$ cat src/rtl/mc_main_ctrl_if.sv
// ============================================================================
// Module      : mc_main_ctrl_if
// Description : Bundle between the multicycle main controller and the rest of
//               the datapath. Carries the opcode, the ALU zero flag and the
//               memory-ready handshake into the controller, and every mux
//               select, write enable, aluop and status pulse back out.
// Modports    : master - controller side (drives controls, reads op/flags)
//               slave  - datapath side  (drives op/flags, reads controls)
// Revision    : 1.0 - initial release
// ============================================================================
`default_nettype none

interface mc_main_ctrl_if;
  // datapath -> controller
  logic [5:0] op;          // instr[31:26], valid from DECODE onward
  logic       zero;        // ALU zero flag (branch resolution is external)
  logic       mem_ready;   // memory access completes this cycle

  // controller -> datapath
  logic       memtoreg;
  logic       regdst;
  logic       iord;
  logic [1:0] pcsrc;
  logic       alusrca;
  logic [1:0] alusrcb;
  logic       irwrite;
  logic       memwrite;
  logic       pcwrite;
  logic       branch;
  logic       branchne;
  logic       regwrite;
  logic [1:0] aluop;
  logic       illegal_op;
  logic       mem_err;
  logic [3:0] state;

  modport master (
    input  op, zero, mem_ready,
    output memtoreg, regdst, iord, pcsrc, alusrca, alusrcb, irwrite,
           memwrite, pcwrite, branch, branchne, regwrite, aluop,
           illegal_op, mem_err, state
  );

  modport slave (
    output op, zero, mem_ready,
    input  memtoreg, regdst, iord, pcsrc, alusrca, alusrcb, irwrite,
           memwrite, pcwrite, branch, branchne, regwrite, aluop,
           illegal_op, mem_err, state
  );
endinterface

`default_nettype wire

$ cat src/rtl/mc_main_ctrl.sv
// ============================================================================
// Module      : mc_main_ctrl
// Description : Multicycle main controller FSM. Steps each instruction through
//               fetch / decode / execute / memory / writeback, drives datapath
//               selects and enables plus the 2-bit aluop for aludec, waits on a
//               memory-ready handshake with optional timeout, and flags
//               unsupported opcodes.
// Ports       : clk   - rising-edge clock
//               reset - synchronous, active-high
//               bus   - mc_main_ctrl_if.master (op/zero/mem_ready in, all
//                       controls, illegal_op, mem_err and debug state out)
// Parameters  : TIMEOUT_CYCLES - consecutive mem_ready-low cycles in a wait
//               state before abort; 0 removes the counter (wait forever)
// Options     : MC_BNE_EN - when defined, op 000101 decodes to a BNE state
//               driving branchne; otherwise that op is illegal.
// Revision    : 1.0 - initial release
// ============================================================================
`default_nettype none

module mc_main_ctrl #(
  parameter int TIMEOUT_CYCLES = 15
) (
  input  logic          clk,
  input  logic          reset,
  mc_main_ctrl_if.master bus
);

  typedef enum logic [3:0] {
    S_FETCH   = 4'd0,
    S_DECODE  = 4'd1,
    S_MEMADR  = 4'd2,
    S_MEMRD   = 4'd3,
    S_MEMWB   = 4'd4,
    S_MEMWR   = 4'd5,
    S_EXECUTE = 4'd6,
    S_ALUWB   = 4'd7,
    S_BEQ     = 4'd8,
    S_ADDIEX  = 4'd9,
    S_ADDIWB  = 4'd10,
    S_JUMP    = 4'd11,
    S_BNE     = 4'd12
  } state_t;

  localparam logic [5:0] OP_RTYPE = 6'b000000;
  localparam logic [5:0] OP_J     = 6'b000010;
  localparam logic [5:0] OP_BEQ   = 6'b000100;
  localparam logic [5:0] OP_ADDI  = 6'b001000;
  localparam logic [5:0] OP_LW    = 6'b100011;
  localparam logic [5:0] OP_SW    = 6'b101011;
`ifdef MC_BNE_EN
  localparam logic [5:0] OP_BNE   = 6'b000101;
`endif

  state_t     r_state;
  state_t     w_next;
  logic       w_wait;
  logic       w_timeout;
  logic       w_en;

  logic       w_memtoreg;
  logic       w_regdst;
  logic       w_iord;
  logic [1:0] w_pcsrc;
  logic       w_alusrca;
  logic [1:0] w_alusrcb;
  logic       w_irwrite;
  logic       w_memwrite;
  logic       w_pcwrite;
  logic       w_branch;
`ifdef MC_BNE_EN
  logic       w_branchne;
`endif
  logic       w_regwrite;
  logic [1:0] w_aluop;
  logic       w_illegal;

  // --------------------------------------------------------------------------
  // State register
  // --------------------------------------------------------------------------
  always_ff @(posedge clk) begin
    if (reset) begin
      r_state <= S_FETCH;
    end else begin
      r_state <= w_next;
    end
  end

  assign w_wait = (r_state == S_FETCH) || (r_state == S_MEMRD) ||
                  (r_state == S_MEMWR);

  // --------------------------------------------------------------------------
  // Memory timeout. The counter only ever leaves zero while stalled in a wait
  // state, and every exit from a wait state happens on mem_ready or timeout,
  // both of which clear it -- so each wait state is entered with a zero count.
  // --------------------------------------------------------------------------
  generate
    if (TIMEOUT_CYCLES > 0) begin : g_timeout
      localparam int CNT_W = (TIMEOUT_CYCLES > 1) ? $clog2(TIMEOUT_CYCLES) : 1;
      logic [CNT_W-1:0] r_cnt;

      assign w_timeout = w_wait && !bus.mem_ready &&
                         (r_cnt == CNT_W'(TIMEOUT_CYCLES - 1));

      always_ff @(posedge clk) begin
        if (reset) begin
          r_cnt <= '0;
        end else if (w_wait && !bus.mem_ready && !w_timeout) begin
          r_cnt <= r_cnt + 1'b1;
        end else begin
          r_cnt <= '0;
        end
      end
    end else begin : g_no_timeout
      assign w_timeout = 1'b0;
    end
  endgenerate

  // --------------------------------------------------------------------------
  // Next-state and Moore output decode
  // --------------------------------------------------------------------------
  always_comb begin
    w_next     = r_state;
    w_memtoreg = 1'b0;
    w_regdst   = 1'b0;
    w_iord     = 1'b0;
    w_pcsrc    = 2'b00;
    w_alusrca  = 1'b0;
    w_alusrcb  = 2'b00;
    w_irwrite  = 1'b0;
    w_memwrite = 1'b0;
    w_pcwrite  = 1'b0;
    w_branch   = 1'b0;
`ifdef MC_BNE_EN
    w_branchne = 1'b0;
`endif
    w_regwrite = 1'b0;
    w_aluop    = 2'b00;
    w_illegal  = 1'b0;

    case (r_state)
      S_FETCH: begin
        w_alusrcb = 2'b01;
        if (bus.mem_ready) begin
          w_irwrite = 1'b1;
          w_pcwrite = 1'b1;
          w_next    = S_DECODE;
        end
      end
      S_DECODE: begin
        w_alusrcb = 2'b11;
        case (bus.op)
          OP_LW, OP_SW: w_next = S_MEMADR;
          OP_RTYPE:     w_next = S_EXECUTE;
          OP_BEQ:       w_next = S_BEQ;
          OP_ADDI:      w_next = S_ADDIEX;
          OP_J:         w_next = S_JUMP;
`ifdef MC_BNE_EN
          OP_BNE:       w_next = S_BNE;
`endif
          default: begin
            w_illegal = 1'b1;
            w_next    = S_FETCH;
          end
        endcase
      end
      S_MEMADR: begin
        w_alusrca = 1'b1;
        w_alusrcb = 2'b10;
        w_next    = (bus.op == OP_SW) ? S_MEMWR : S_MEMRD;
      end
      S_MEMRD: begin
        w_iord = 1'b1;
        if (bus.mem_ready) begin
          w_next = S_MEMWB;
        end
      end
      S_MEMWB: begin
        w_memtoreg = 1'b1;
        w_regwrite = 1'b1;
        w_next     = S_FETCH;
      end
      S_MEMWR: begin
        w_iord     = 1'b1;
        w_memwrite = 1'b1;
        if (bus.mem_ready) begin
          w_next = S_FETCH;
        end
      end
      S_EXECUTE: begin
        w_alusrca = 1'b1;
        w_aluop   = 2'b10;
        w_next    = S_ALUWB;
      end
      S_ALUWB: begin
        w_regdst   = 1'b1;
        w_regwrite = 1'b1;
        w_next     = S_FETCH;
      end
      S_BEQ: begin
        w_alusrca = 1'b1;
        w_aluop   = 2'b01;
        w_pcsrc   = 2'b01;
        w_branch  = 1'b1;
        w_next    = S_FETCH;
      end
      S_ADDIEX: begin
        w_alusrca = 1'b1;
        w_alusrcb = 2'b10;
        w_next    = S_ADDIWB;
      end
      S_ADDIWB: begin
        w_regwrite = 1'b1;
        w_next     = S_FETCH;
      end
      S_JUMP: begin
        w_pcsrc   = 2'b10;
        w_pcwrite = 1'b1;
        w_next    = S_FETCH;
      end
`ifdef MC_BNE_EN
      S_BNE: begin
        w_alusrca  = 1'b1;
        w_aluop    = 2'b01;
        w_pcsrc    = 2'b01;
        w_branchne = 1'b1;
        w_next     = S_FETCH;
      end
`endif
      default: begin
        w_next = S_FETCH;
      end
    endcase

    // An expired wait abandons the instruction; a same-cycle mem_ready has
    // already suppressed w_timeout, so ready wins.
    if (w_timeout) begin
      w_next = S_FETCH;
    end
  end

  // --------------------------------------------------------------------------
  // Outputs. Enables are suppressed in reset and in a timeout cycle so an
  // aborted instruction never issues a write.
  // --------------------------------------------------------------------------
  assign w_en = !reset && !w_timeout;

  assign bus.memtoreg   = w_memtoreg;
  assign bus.regdst     = w_regdst;
  assign bus.iord       = w_iord;
  assign bus.pcsrc      = w_pcsrc;
  assign bus.alusrca    = w_alusrca;
  assign bus.alusrcb    = w_alusrcb;
  assign bus.aluop      = w_aluop;
  assign bus.irwrite    = w_irwrite  & w_en;
  assign bus.memwrite   = w_memwrite & w_en;
  assign bus.pcwrite    = w_pcwrite  & w_en;
  assign bus.branch     = w_branch   & w_en;
  assign bus.regwrite   = w_regwrite & w_en;
  assign bus.illegal_op = w_illegal  & !reset;
  assign bus.mem_err    = w_timeout  & !reset;
  assign bus.state      = r_state;
`ifdef MC_BNE_EN
  assign bus.branchne   = w_branchne & w_en;
`else
  assign bus.branchne   = 1'b0;
`endif

endmodule

`default_nettype wire

$ cat src/flat_wrapper.sv
// flat-port wrapper written by rule: the top's interface ports become plain ports
module mc_main_ctrl_flat 
#(
  parameter int TIMEOUT_CYCLES = 15
)
  (clk, reset, bus_op, bus_zero, bus_mem_ready, bus_memtoreg, bus_regdst, bus_iord, bus_pcsrc, bus_alusrca, bus_alusrcb, bus_irwrite, bus_memwrite, bus_pcwrite, bus_branch, bus_branchne, bus_regwrite, bus_aluop, bus_illegal_op, bus_mem_err, bus_state);
  mc_main_ctrl_if bus_i ();
  input  logic clk;
  input  logic reset;
  input wire logic [$bits(bus_i.op)-1:0] bus_op;
  input wire logic [$bits(bus_i.zero)-1:0] bus_zero;
  input wire logic [$bits(bus_i.mem_ready)-1:0] bus_mem_ready;
  output wire logic [$bits(bus_i.memtoreg)-1:0] bus_memtoreg;
  output wire logic [$bits(bus_i.regdst)-1:0] bus_regdst;
  output wire logic [$bits(bus_i.iord)-1:0] bus_iord;
  output wire logic [$bits(bus_i.pcsrc)-1:0] bus_pcsrc;
  output wire logic [$bits(bus_i.alusrca)-1:0] bus_alusrca;
  output wire logic [$bits(bus_i.alusrcb)-1:0] bus_alusrcb;
  output wire logic [$bits(bus_i.irwrite)-1:0] bus_irwrite;
  output wire logic [$bits(bus_i.memwrite)-1:0] bus_memwrite;
  output wire logic [$bits(bus_i.pcwrite)-1:0] bus_pcwrite;
  output wire logic [$bits(bus_i.branch)-1:0] bus_branch;
  output wire logic [$bits(bus_i.branchne)-1:0] bus_branchne;
  output wire logic [$bits(bus_i.regwrite)-1:0] bus_regwrite;
  output wire logic [$bits(bus_i.aluop)-1:0] bus_aluop;
  output wire logic [$bits(bus_i.illegal_op)-1:0] bus_illegal_op;
  output wire logic [$bits(bus_i.mem_err)-1:0] bus_mem_err;
  output wire logic [$bits(bus_i.state)-1:0] bus_state;
  assign bus_i.op = bus_op;
  assign bus_i.zero = bus_zero;
  assign bus_i.mem_ready = bus_mem_ready;
  assign bus_memtoreg = bus_i.memtoreg;
  assign bus_regdst = bus_i.regdst;
  assign bus_iord = bus_i.iord;
  assign bus_pcsrc = bus_i.pcsrc;
  assign bus_alusrca = bus_i.alusrca;
  assign bus_alusrcb = bus_i.alusrcb;
  assign bus_irwrite = bus_i.irwrite;
  assign bus_memwrite = bus_i.memwrite;
  assign bus_pcwrite = bus_i.pcwrite;
  assign bus_branch = bus_i.branch;
  assign bus_branchne = bus_i.branchne;
  assign bus_regwrite = bus_i.regwrite;
  assign bus_aluop = bus_i.aluop;
  assign bus_illegal_op = bus_i.illegal_op;
  assign bus_mem_err = bus_i.mem_err;
  assign bus_state = bus_i.state;
  mc_main_ctrl #(.TIMEOUT_CYCLES(TIMEOUT_CYCLES)) u_core (.clk(clk), .reset(reset), .bus(bus_i));
endmodule
$ cat config.mk
export PLATFORM = sky130hd
export DESIGN_NAME = mc_main_ctrl_flat
export DESIGN_NICKNAME = d
export VERILOG_FILES = /design/src/rtl/mc_main_ctrl_if.sv /design/src/rtl/mc_main_ctrl.sv /design/src/flat_wrapper.sv
export SDC_FILE = /design/constraint.sdc
export NUM_CORES = 1
export LEC_CHECK = 0
export ABC_AREA = 1
export CAP_MARGIN = 10
export CORE_MARGIN = 5
export CORE_UTILIZATION = 40
export CTS_CLUSTER_DIAMETER = 80
export DETAILED_ROUTE_END_ITERATION = 8
export PLACE_DENSITY = 0.81
export SKIP_CTS_REPAIR_TIMING = 1
export SLEW_MARGIN = 20
export SYNTH_ARGS = -nofsm -noshare
export SYNTH_HDL_FRONTEND = slang
export SYNTH_SLANG_ARGS = --single-unit
$ cat constraint.sdc
create_clock -name clk -period 1.5 [get_ports clk]
set_input_delay 0.3 -clock clk [delete_from_list [all_inputs] [get_ports clk]]
set_output_delay 0.3 -clock clk [all_outputs]
set_load 0.1 [all_outputs]
==> results of run 1 <==
==> synth_stat cells (all sizes together) <==
master	number
nor2	33
nand2	31
inv	20
nand3	12
dfxtp	8
a21oi	6
ha	2
nor3	2
a31oi	1
buf	1
clkinv	1
conb	1
nand3b	1
nand4	1
o21ai	1
o22ai	1
or2	1
xnor2	1
xor2	1
==> per-stage QoR <==
stage	hold WS, ns	area [µm²]
after floorplan	0.430	880
after global placement	0.507	1700
==> cell families after synthesis <==
family          count (synthesis)
compound gates                  9
xor+xnor                        2
fa+ha+maj                       2
buf+inv                        22
flops                           8
other cells                     1
simple gates                   81
==> results.txt, run 1 <==
Status: aborted with a tool error
Fail Step: detailed placement
Err: [ERROR DPL-0033] detailed placement checks failed during check placement.
XOR/XNOR share of the synthesized area: 0.0247
PortBufs: 29
Simple-Gate Fraction of Synth Area: 0.519
Initial Util: 0.415
Post-synthesis mux area share: 0
Yosys warns: 0
Site Rows: 15
#FFs+latches synth: 8
Die Width: 52.1 µm
Register area share after synthesis: 0.226
Largest cells by area after synthesis: dfxtp_1, nor2_1, nand2_1, inv_1, nand3_1
Cell accounting for the most synthesized area: dfxtp_1
Synth top area share: 0.226
Mapped Area: 708 µm²
Largest family of logic cells by synthesized area: simple AND/OR/NAND/NOR gates
Boundary pin count: 32
DIE HEIGHT: 52.1 µm
Post-synthesis cell count: 125
Adder-cell share of the synthesized area: 0.0353
Synth unique cells: 24
Post-DP HPWL: 3430 µm
Post-Syn Nets: 137
Placer Congestion: 0.803
Avg Cell Area, Syn: 5.67 µm²
Post-synthesis compound-gate area fraction: 0.0671
==> inputs of run 2 (changes only) <==
Settings changed: CORE_AREA from default to 5 5 66 68, CORE_MARGIN 5 to default, CORE_UTILIZATION 40 to default, CTS_CLUSTER_DIAMETER 80 to default, DIE_AREA from default to 0 0 71 73, PLACE_DENSITY 0.81 to default, PLACE_DENSITY_LB_ADDON from default to 0.15.
==> run 2 against run 1 <==
Synthesized area is the same. The flow now finishes, with violations (negative setup slack). Synthesized cell count unchanged.
==> results.txt, run 2 <==
Violated checks: negative setup slack
Clk_lat worst skew: 0.22 ns
NumNets Final: 223
Post-Syn Nets: 137
Vias: 1,047
Mapped Area: 708 µm²
Residual DRC: 0
Simple-Gate Fraction of Synth Area: 0.519
Vias/cell: 4.03
Largest cells by area after synthesis: dfxtp_1, nor2_1, nand2_1, inv_1, nand3_1
Post-DP HPWL: 2390 µm
Site Rows: 23
Final WL: 2940 µm
Boundary pin count: 32
Critical Path RT: 1.20 ns
Overall die area: 0.00518 mm²
Vias in the first global route: 1,041
Commonest non-fill, non-tap cell in the layout: buf_4
Fin. max-slew vios: 0
Die Width: 71 µm
XOR/XNOR share of the synthesized area: 0.0247
Total GRT Usage: 0.106
Largest stage delay, worst path: 0.40 ns
First-pass GRT wire length: 4510 µm
Synth unique cells: 24
CTS Buffer Depth: 2
Core Footprint: 0.00380 mm²
Wl on met1: 1170 µm
Commonest non-fill, non-tap cells in the layout: buf_4, buf_12, nand2_1
Crit-path max FO: 6
# diodes: 0
Worst clock skew: 0.000698 ns
EDFF count, synth: 0
WL met3: 118 µm
Crit path kind: flop to output pin
Largest family of logic cells by synthesized area: simple AND/OR/NAND/NOR gates
Top-count cell post-synth: nor2_1
Max Fclk: 0.543 GHz
Sink Count: 8
Synth top area share: 0.226
Post-synthesis cell count: 125
Hold path cells: 2
Worst path slowest cell: dfxtp_4
Post-synthesis mux area share: 0
Final ANT Viol Nets: 0
Critical-path cell list: inv_4 -> nor2_4 -> nand2_4 -> nand3_4 -> nand3b_4 -> nand2_8 -> inv_6 -> nand2_4 -> clkinvlp_4 -> buf_12
Leakage: 0.998 nW
R2R cell count: 11
Uppermost layer routed: met4
H-tree depth: 1
Critical Path Sink Type: output pin
CTS clk-pin slew, worst paths: 0.04 ns
Register area: 176 µm²
Placer Congestion: 0.809
First-pass DRT Iterations: 5
Footprint of the multi-input gates: 754 µm²
Period utilisation layout: 1.23
Final min period: 1.84 ns
Met2 wire len: 1610 µm
Initial Util: 0.186
Startpoint Class: flop
Yosys warns: 0
Register area share after synthesis: 0.226
Final core utilization: 0.554
Cell accounting for the most synthesized area: dfxtp_1
#FFs+latches synth: 8
Maximum number of pins on one net before global-route repair: 7
CP dominant cell by count: nand2_4
DR iter-0 viols: 23
PortBufs: 29
Synthesis-to-layout area growth: 197%
Pwr/cell area: 462 mW/mm²
Adder-cell share of the synthesized area: 0.0353
Initial antenna violation count: 0
Hold Crit Class: flop to flop
Final setup margin: -0.340 ns
Status: finished, violations left
Max_cap viols: 0
DIE HEIGHT: 73 µm
Layout cells sized above 1: 0.662
CTS root buf: clkbuf_8
Post-synth ARST share: 0
Post-synthesis compound-gate area fraction: 0.0671
CP delay by family, top: simple AND/OR/NAND/NOR gates
WP buf/inv: 4
Routed len/inst: 11.3 µm
Final setup fails: 17
Critical path arrival: 1.54 ns
Worst vdd rail ir drop: 713 µV
Fillcell total: 349
Avg Cell Area, Syn: 5.67 µm²
Critical path depth in cells: 10
RSZ-0062 raised after global routing: true
Ys flop type: dfxtp_1
CTS tree: done
Total power: 0.971 mW
Synth top cells by count: nor2_1, nand2_1, inv_1
CTS Buf Count: 3
Final hold vios: 0
Remaining Overflow, GRT: 0
run 2: cell counts after synthesis:
Identical to the previous run, type by type.
run 2: path summary, 6_finish.rpt:
| kind | start | to | slack [ns] |
|---|---|---|---|
| worst max-delay path | u_core.bus.state[0]$_SDFFE_PP0P_ | bus_memwrite | -0.34 |
| worst max register to register | u_core.bus.state[0]$_SDFFE_PP0P_ | u_core.bus.state[1]$_SDFFE_PP0P_ | 0.07 |
| worst min-delay path | u_core.g_timeout.r_cnt[0]$_SDFF_PP0_ | u_core.g_timeout.r_cnt[0]$_SDFF_PP0_ | 0.51 |
| worst min register to register | u_core.g_timeout.r_cnt[0]$_SDFF_PP0_ | u_core.g_timeout.r_cnt[0]$_SDFF_PP0_ | 0.51 |
run 2: cell type report:
type	count	area share
clock buffers	4	0.0214
flip-flops and latches	8	0.0839
repair buffers	82	0.460
inverters	21	0.0464
multi-input cells	95	0.359
well taps	50	0.0297
run 2: logic make-up (layout without fill, tap and decap cells):
kind of cell    Yosys count  after routing
fa+ha+maj                 2              2
simple gates             81             81
flops                     8              8
compound gates            9              9
buf+inv                  22            107
other cells               1              1
xor+xnor                  2              2
run 2: stage by stage:
step	setup WS, ns	setup TNS, ns	hold slack (ns)	cell area (µm²)	instances
2_1_floorplan	-0.691	-6.42	0.430	880	125
3_3_place_gp	-0.329	-2.64	0.502	1790	249
3_5_place_dp	-0.353	-2.79	0.526	1790	249
4_1_cts	-0.525	-4.68	0.532	1840	253
5_1_grt	-0.431	-4.60	0.528	2100	260
6_report	-0.340	-3.50	0.507	2100	260
run 2: worst min-delay path, cell delays in order, from the launching register on:
cell and delay (ns):
dfxtp_2 0.32, buf_4 0.11, nor2_1 0.04
run 2: routing by layer:
| metal | global-route usage | vias up |
|---|---|---|
| met3 | 0.0317 | 4 |
| met5 | 0 | - |
| met2 | 0.192 | 23 |
| li1 | - | 554 |
| met1 | 0.121 | 466 |
| met4 | 0.0251 | 0 |
run 2: where the power goes:
part | internal, mW | switching, mW
combinational | 0.202 | 0.275
clock | 0.184 | 0.0792
sequential | 0.217 | 0.0137
total | 0.603 | 0.368
Note: power is estimated with default switching activity, not from simulation.
